File: config.mk
export PLATFORM = sky130hd
export DESIGN_NAME = memory_writer_fsm
export DESIGN_NICKNAME = d
export VERILOG_FILES = /design/src/rtl/memory_writer_fsm.sv
export SDC_FILE = /design/constraint.sdc
export NUM_CORES = 1
export LEC_CHECK = 0
export ABC_AREA = 1
export BUFFER_PORTS_ARGS = -buffer_cell sky130_fd_sc_hd__buf_2
export CORE_ASPECT_RATIO = 0.6
export CORE_MARGIN = 3
export CORE_UTILIZATION = 38
export DETAILED_ROUTE_END_ITERATION = 12
export PLACE_DENSITY_LB_ADDON = 0.1
export SLEW_MARGIN = 25
export SYNTH_ARGS = -nofsm -noshare
export SYNTH_HDL_FRONTEND = slang
export SYNTH_SLANG_ARGS = --single-unit
File: constraint.sdc
create_clock -name clk -period 5.1 [get_ports clk]
set_input_delay 0.765 -clock clk [delete_from_list [all_inputs] [get_ports clk]]
set_output_delay 0.765 -clock clk [all_outputs]
set_load 0.03 [all_outputs]
File: src/rtl/memory_writer_fsm.sv
// ---------------------------------------------------------------------------
// memory_writer_fsm
//
// Purpose:
//   Each press of the active-low "advance" pushbutton writes one block of
//   WORDS pattern words into a synchronous RAM port. Word i of a pass holds
//   {pass_count[7:0], i[7:0]}, resized to DATA_WIDTH.
//
//   With READBACK_CHECK_EN defined, every word is read back after the pass
//   and compared with the pattern. A mismatch sets a sticky error flag and
//   bumps a saturating error counter. Without the macro, WRITE goes
//   straight to DONE and mem_rdata is not used.
//
//   Progress is shown on 10 LEDs. The pass count and the error count are
//   shown as two hex digits each on the 7-segment pairs.
//
// Optional feature macro: READBACK_CHECK_EN
//
// Ports:
//   clk               in   system clock
//   reset             in   asynchronous, active-high reset
//   advance           in   raw pushbutton, active-low, idle high
//   mem_addr          out  RAM address (BASE_ADDR + index, wraps)
//   mem_wdata         out  RAM write data
//   mem_we            out  RAM write enable
//   mem_rdata         in   RAM read data, READ_LATENCY cycles after address
//   leds              out  [0] busy, [1] done, [2] error, [3] we, [9:4] index
//   left_7_seg_pair   out  pass_count as two digits, active-low segments
//   right_7_seg_pair  out  error_count as two digits, active-low segments
// ---------------------------------------------------------------------------
module memory_writer_fsm #(
  parameter int ADDR_WIDTH   = 10,
  parameter int DATA_WIDTH   = 16,
  parameter int BASE_ADDR    = 0,
  parameter int WORDS        = 4,
  parameter int READ_LATENCY = 1
) (
  input  logic                  clk,
  input  logic                  reset,
  input  logic                  advance,
  output logic [ADDR_WIDTH-1:0] mem_addr,
  output logic [DATA_WIDTH-1:0] mem_wdata,
  output logic                  mem_we,
  input  logic [DATA_WIDTH-1:0] mem_rdata,
  output logic [9:0]            leds,
  output logic [13:0]           left_7_seg_pair,
  output logic [13:0]           right_7_seg_pair
);

  typedef enum logic [2:0] {
    S_IDLE    = 3'd0,
    S_WRITE   = 3'd1,
    S_RD_ADDR = 3'd2,
    S_RD_WAIT = 3'd3,
    S_CHECK   = 3'd4,
    S_DONE    = 3'd5
  } state_t;

  localparam logic [5:0] LAST_IDX  = 6'(WORDS - 1);
  // RD_WAIT lasts READ_LATENCY-1 cycles, so the counter is loaded with one less
  localparam logic [1:0] WAIT_LOAD = (READ_LATENCY >= 2) ? 2'(READ_LATENCY - 2) : 2'd0;

  // Pattern word for a given pass and index, zero-extended or truncated
  function automatic logic [DATA_WIDTH-1:0] f_pattern(input logic [7:0] pc,
                                                      input logic [5:0] idx);
    logic [15:0] w_word;
    w_word = {pc, 2'b00, idx};
    return DATA_WIDTH'(w_word);
  endfunction

  // Hex digit to active-low segments, bit0 = a ... bit6 = g
  function automatic logic [6:0] f_seg(input logic [3:0] h);
    logic [6:0] w_s;
    case (h)
      4'h0:    w_s = 7'h40;
      4'h1:    w_s = 7'h79;
      4'h2:    w_s = 7'h24;
      4'h3:    w_s = 7'h30;
      4'h4:    w_s = 7'h19;
      4'h5:    w_s = 7'h12;
      4'h6:    w_s = 7'h02;
      4'h7:    w_s = 7'h78;
      4'h8:    w_s = 7'h00;
      4'h9:    w_s = 7'h10;
      4'hA:    w_s = 7'h08;
      4'hB:    w_s = 7'h03;
      4'hC:    w_s = 7'h46;
      4'hD:    w_s = 7'h21;
      4'hE:    w_s = 7'h06;
      4'hF:    w_s = 7'h0E;
      default: w_s = 7'h7F;
    endcase
    return w_s;
  endfunction

  // Button conditioning
  logic r_sync1, r_sync2, r_sync3, r_press;
  logic w_fall;

  // FSM state and datapath registers
  state_t      r_state;
  logic [5:0]  r_idx;
  logic [1:0]  r_wait;
  logic [7:0]  r_pass;
  logic [7:0]  r_err_cnt;
  logic        r_err_flag;
  logic        r_done;

  // Next-state values
  state_t      w_state_nxt;
  logic [5:0]  w_idx_nxt;
  logic [1:0]  w_wait_nxt;
  logic [7:0]  w_pass_nxt;
  logic [7:0]  w_err_cnt_nxt;
  logic        w_err_flag_nxt;
  logic        w_done_nxt;
  logic        w_we_nxt;
  logic        w_rd_ok;

  // Registered outputs
  logic [ADDR_WIDTH-1:0] r_mem_addr;
  logic [DATA_WIDTH-1:0] r_mem_wdata;
  logic                  r_mem_we;
  logic [9:0]            r_leds;
  logic [13:0]           r_left;
  logic [13:0]           r_right;

  // Press pulse is registered so it appears 3 cycles after the pin falls
  assign w_fall = r_sync3 & ~r_sync2;

  always_ff @(posedge clk or posedge reset) begin
    if (reset) begin
      r_sync1 <= 1'b1;
      r_sync2 <= 1'b1;
      r_sync3 <= 1'b1;
      r_press <= 1'b0;
    end else begin
      r_sync1 <= advance;
      r_sync2 <= r_sync1;
      r_sync3 <= r_sync2;
      r_press <= w_fall;
    end
  end

  assign w_rd_ok = (mem_rdata == f_pattern(r_pass, r_idx));

  always_comb begin
    w_state_nxt    = r_state;
    w_idx_nxt      = r_idx;
    w_wait_nxt     = r_wait;
    w_pass_nxt     = r_pass;
    w_err_cnt_nxt  = r_err_cnt;
    w_err_flag_nxt = r_err_flag;
    w_done_nxt     = r_done;
    case (r_state)
      S_IDLE: begin
        if (r_press) begin
          w_state_nxt = S_WRITE;
          w_idx_nxt   = 6'd0;
          w_done_nxt  = 1'b0;
        end else begin
          w_state_nxt = S_IDLE;
        end
      end
      S_WRITE: begin
        if (r_idx == LAST_IDX) begin
          w_idx_nxt = 6'd0;
`ifdef READBACK_CHECK_EN
          w_state_nxt = S_RD_ADDR;
`else
          w_state_nxt = S_DONE;
`endif
        end else begin
          w_idx_nxt = r_idx + 6'd1;
        end
      end
      S_RD_ADDR: begin
        if (READ_LATENCY <= 1) begin
          w_state_nxt = S_CHECK;
        end else begin
          w_state_nxt = S_RD_WAIT;
          w_wait_nxt  = WAIT_LOAD;
        end
      end
      S_RD_WAIT: begin
        if (r_wait == 2'd0) begin
          w_state_nxt = S_CHECK;
        end else begin
          w_wait_nxt = r_wait - 2'd1;
        end
      end
      S_CHECK: begin
        if (!w_rd_ok) begin
          w_err_flag_nxt = 1'b1;
          // saturate rather than wrap so a long run of errors stays visible
          if (r_err_cnt != 8'hFF) begin
            w_err_cnt_nxt = r_err_cnt + 8'd1;
          end else begin
            w_err_cnt_nxt = r_err_cnt;
          end
        end else begin
          w_err_flag_nxt = r_err_flag;
        end
        if (r_idx == LAST_IDX) begin
          w_state_nxt = S_DONE;
        end else begin
          w_idx_nxt   = r_idx + 6'd1;
          w_state_nxt = S_RD_ADDR;
        end
      end
      S_DONE: begin
        w_pass_nxt  = r_pass + 8'd1;
        w_done_nxt  = 1'b1;
        w_state_nxt = S_IDLE;
      end
      default: begin
        w_state_nxt = S_IDLE;
      end
    endcase
    w_we_nxt = (w_state_nxt == S_WRITE);
  end

  // Outputs are registered from next-state values so they line up with the state
  always_ff @(posedge clk or posedge reset) begin
    if (reset) begin
      r_state     <= S_IDLE;
      r_idx       <= 6'd0;
      r_wait      <= 2'd0;
      r_pass      <= 8'd0;
      r_err_cnt   <= 8'd0;
      r_err_flag  <= 1'b0;
      r_done      <= 1'b0;
      r_mem_we    <= 1'b0;
      r_mem_addr  <= ADDR_WIDTH'(BASE_ADDR);
      r_mem_wdata <= '0;
      r_leds      <= 10'd0;
      r_left      <= 14'h2040;
      r_right     <= 14'h2040;
    end else begin
      r_state     <= w_state_nxt;
      r_idx       <= w_idx_nxt;
      r_wait      <= w_wait_nxt;
      r_pass      <= w_pass_nxt;
      r_err_cnt   <= w_err_cnt_nxt;
      r_err_flag  <= w_err_flag_nxt;
      r_done      <= w_done_nxt;
      r_mem_we    <= w_we_nxt;
      r_mem_addr  <= ADDR_WIDTH'(BASE_ADDR) + ADDR_WIDTH'(w_idx_nxt);
      r_mem_wdata <= w_we_nxt ? f_pattern(w_pass_nxt, w_idx_nxt) : '0;
      r_leds      <= {w_idx_nxt, w_we_nxt, w_err_flag_nxt, w_done_nxt,
                      (w_state_nxt != S_IDLE)};
      r_left      <= {f_seg(w_pass_nxt[7:4]), f_seg(w_pass_nxt[3:0])};
      r_right     <= {f_seg(w_err_cnt_nxt[7:4]), f_seg(w_err_cnt_nxt[3:0])};
    end
  end

  assign mem_addr         = r_mem_addr;
  assign mem_wdata        = r_mem_wdata;
  assign mem_we           = r_mem_we;
  assign leds             = r_leds;
  assign left_7_seg_pair  = r_left;
  assign right_7_seg_pair = r_right;

endmodule
=== Word-level counts from Yosys, hierarchy flattened ===
Memory sizes are Yosys's and may differ from the RTL's. A register that Yosys moved wholly into a read port is not among the register bits.
Index checks and enable logic that the tools add are counted.

* Bits of input ports: 19
* ROM bits: 448
* Register bits: 60
* Memories kept: 4

* Bitwise logic cells: 3
* Add/sub/neg operators: 4
* Mux-type cells: 18
* Eq/ne operators: 9
* Reductions and logical operators: 4

{| class="wikitable"
|+ Memories
! memory !! depth !! width !! rd ports !! clocked after Yosys merged registers in !! wr ports !! line !! RTL
|-
| (name not given) || 16 || 7 || 1 || 1 || 0 || 74 || <nowiki>case (h)</nowiki>
|-
| (name not given) || 16 || 7 || 1 || 1 || 0 || 74 ||
|-
| (name not given) || 16 || 7 || 1 || 1 || 0 || 74 ||
|-
| (name not given) || 16 || 7 || 1 || 1 || 0 || 74 ||
|}

{| class="wikitable"
|+ Operator list
! kind !! count
|-
| $mux W8 || 4
|-
| $mux W6 || 3
|-
| $pmux W6 S3 || 1
|-
| $add A8 B1 Y8 const B || 2
|-
| $eq A16 B16 Y1 || 1
|-
| $mux W16 || 1
|-
| $pmux W3 S5 || 1
|-
| $mux W3 || 3
|-
| $ne A8 B8 Y1 const B || 1
|-
| $add A6 B1 Y6 const B || 1
|-
| $eq A3 B1 Y1 const B || 2
|-
| $eq A3 B2 Y1 const B || 2
|-
| $eq A3 B3 Y1 const B || 2
|-
| $eq A6 B2 Y1 const B || 1
|-
| $mux W1 || 4
|-
| $logic_not A3 Y1 || 1
|-
| $reduce_bool A3 Y1 || 1
|-
| $logic_not A2 Y1 || 1
|-
| $not A1 Y1 || 2
|-
| $pmux W1 S2 || 1
|-
| $reduce_and A2 Y1 || 1
|-
| $sub A2 B1 Y2 const B || 1
|-
| $and A1 B1 Y1 || 1
|}

=== Logic depth before layout (Yosys ltp) ===
* Depth after elaboration: 5
* Depth in mapped cells: 18
* Mapped depth without buffers: 17

=== Worst setup path after synthesis ===
No wires, ideal clock.

* Path type: input port to flip-flop
* Start point: input mem_rdata[7]
* End point: register r_right[10] (netlist: right_7_seg_pair[10])
* Data arrival time: 2.285 ns
* Setup slack: 2.750 ns
* Data required time: 5.035 ns
* Stages on the path: 15
* Setup time: 0.065 ns
* Path through: nor2_1 nand2_1 nor2_1 nand2_1 nor2_4 nand2_2 buf_6 nand3_1 nand2_1 nand2_1 inv_1 ha_1 o21ai_0 nand2_1 nand2_1

* Word-level cells in the longest chain between the ends: 3

{| class="wikitable"
|+ RTL lines
! what !! line !! RTL
|-
| start: declaration || 44 || <nowiki>input logic [DATA_WIDTH-1:0] mem_rdata,</nowiki>
|-
| $eq A16 B16 Y1 || 145 || <nowiki>assign w_rd_ok = (mem_rdata == f_pattern(r_pass, r_idx));</nowiki>
|-
| $mux W8 || 193 || <nowiki>if (!w_rd_ok) begin</nowiki>
|-
| $mux W8 || 155 || <nowiki>case (r_state)</nowiki>
|-
| named net w_err_cnt_nxt[4] || 114 || <nowiki>logic [7:0] w_err_cnt_nxt;</nowiki>
|-
| end: declaration || 126 || <nowiki>logic [13:0] r_right;</nowiki>
|}

The timed path passes the listed nets, and every way through them passes these cells.
A chain may end at the register's enable or synchronous reset.

=== Final worst setup path ===
* Start point: input mem_rdata[3]
* End point: register r_right[5] (netlist: right_7_seg_pair[5])

Same word-level chain as after synthesis.

==> metrics.yaml <==
fin_skew_ps: 11.6
cp-end-kind: "flip-flop"
firstDrtPassIters: 4
grt_pass1_vias: 3276
peakVddDrop_mv: 0.244
yosys-top-cells-area: "dfrtp_1 41%, nand2_1 14%, ha_1 8.4%"
grt_max_degree: 50
ys.flop_type: "dfrtp_1"
ys_warn_count: 0
final_hold_viol_count: 0
max_freq_ghz: 0.384
dieArea_um2: 12700
syn_area_um2: 4320
hold_ws_ps: 353
synth_edf_count: 0
ant_nets: 0
async_flop_share_pct: 100
period_share_pct: 51.1
outcome: "finished, final reports clean"
yosysUniqueCellTypes: 40
hp-class: "flip-flop to flip-flop"
worst-setup-path-type: "input pin to flip-flop"
wl_um: 9890
initial_core_util_pct: 40.0
drtIter0Drc: 225
cts_sinks: 77
power.leakage_uw: 0.00281
setup_viol: 0
maxCapViolations: 0
die_y_um: 88.6
avgSynthCellArea_um2: 8.02
wl_per_cell_um: 13.0
synth-seq-cells: 77
die_w_um: 144
slew_viol_final: 0
drc: 0
cp_max_fo: 14
syn_inst: 539
area_growth_pct: 17.8
hpwl_um: 7430
yosysSeqAreaShare_pct: 44.8
post_cts.resized_instances: 0
grt_first_pass_wirelength_um: 16900
cts.path.max_buffers: 2
tns_ps: 0
via_per_inst: 4.68
drive_gt1_share_pct: 20.8
antenna_cells: 0
io_buffers: 77
powerDensity_nw_per_um2: 588
post-synth-top-count-cell: "nand2_1"
fin_crit_ps: 2600
numCtsBuffers: 9
rows: 29
nNetsFinal: 662
clk_pin_slew_worst_paths_ps: 70
insertion_delay_ps: 340
cts_tree: "yes"
max_slew_margin_pct: 42.0
synth_top_area_share_pct: 40.5
gp_congestion: 0.844
critPathArrivalTime_ps: 2840
synthTopCellsByCount: "161 x nand2_1, 70 x dfrtp_1, 70 x inv_1, 41 x nor2_1, 39 x nand3_1"
max_slew.worst_pin.slew_ps: 861
cts_setup_buffers: 0
cp-start-kind: "input pin"
vias: 3550
final_core_util_pct: 47.0
ff2ff_setup_slack_ps: 2510
htreeDepth: 3
coreArea_um2: 10800
grtUsageTotal_pct: 17.0
antenna_found_initial: 0
root_buffer: "clkbuf_16"
gr-total-overflow: 0
fillCellCount: 1090
rsz0062_at_grt: "false"
cp.required_ps: 5330
io_pins: 84
synth_largest_area_cell: "dfrtp_1"
holdBufCountCts: 0
==> cell type report <==
cell class,instances,area [um^2],share of cell area (%)
clock buffers,9,225,4.43
clock inverters,7,98.8,1.94
inverters,84,317,6.22
multi-input cells,364,1940,38.2
flip-flops and latches,77,1940,38.0
well taps,139,174,3.42
repair buffers,78,393,7.72
==> flip-flops by register name, summed over array words and instances, names as in the netlist <==
signal / flops
r_press: 1
r_pass: 8
leds: 9
left_7_seg_pair: 14
r_err_cnt: 8
r_sync3: 1
r_sync2: 1
right_7_seg_pair: 14
r_sync1: 1
mem_addr: 1
r_wait: 2
mem_wdata: 14
r_state: 3
==> final timing paths <==
| path | end | cells after the start | startpoint |
|---|---|---|---|
| setup / recovery | right_7_seg_pair[5] | 14 | mem_rdata[3] |
| hold / removal | r_sync2 | 0 | r_sync1 |
| setup reg to reg | left_7_seg_pair[0] | 12 | r_state[1] |
| hold reg to reg | r_sync2 | 0 | r_sync1 |
| max in group asynchronous | right_7_seg_pair[12] | 3 | reset |
| min in group asynchronous | left_7_seg_pair[4] | 2 | reset |
==> critical path: stages <==
cell and delay (ps):
buf_2 100, xnor2_1 280, nand3_1 200, nor2_4 170, nand2_2 200, nand3_1 230
nand2_1 70, nand2_1 200, inv_1 140, ha_1 220, nand2_1 100, nand2_1 60
nand2_1 50, nand2_1 50
==> layer usage <==
layer  wire length, um  vias up  track usage, %  share of wire [%]
li1                  -     1821               -                  -
met1              5480     1624            27.2                 55
met2              3740       95            22.4                 38
met3               569       10            4.37                5.8
met4                95        0            4.02               0.96
met5                 0        -               0                  0
==> layout by cell type, fill, tap and decap left out, types with 2 or more instances in the layout <==
cell and n:
a21oi_1 3, a31oi_1 3, buf_2 77, bufinv_16 2, clkbuf_16 9, clkinv_2 2, clkinv_4 2, conb_1 6
dfrtp_1 70, dfstp_2 7, ha_1 29, inv_1 69, inv_2 13, nand2_1 161, nand2_2 3, nand2_4 2
nand3_1 39, nand4_1 8, nor2_1 41, nor2_4 3, nor3_1 7, nor4_1 2, o21ai_0 25, o21ai_1 4
xnor2_1 2, xor2_1 11
==> stage by stage <==
step,setup WS [ps],cell area (um^2),cells,power (uW)
after CTS,2470,5090,758,3030
after detailed placement,2130,4760,742,2310
after global placement,2200,4760,742,2310
after global routing,2290,5090,758,3260
final,2500,5090,758,2990
after floorplan,2380,4340,544,1960
==> report_power, final <==
| group | total, uW | switching [uW] | internal, uW |
|---|---|---|---|
| sequential | 899 | 107 | 792 |
| combinational | 1400 | 1000 | 396 |
| clock | 694 | 263 | 431 |
==> logic make-up (layout without fill, tap and decap cells) <==
group,after synthesis,count (layout),synth area share [%]
buf+inv,103,178,10.6
other cells,1,6,0.0868
compound gates,45,45,6.17
simple gates,270,270,26.9
xor+xnor,14,14,3.01
fa+ha+maj,29,29,8.40
flops,77,77,44.8
(Power assumes the default switching activity.)
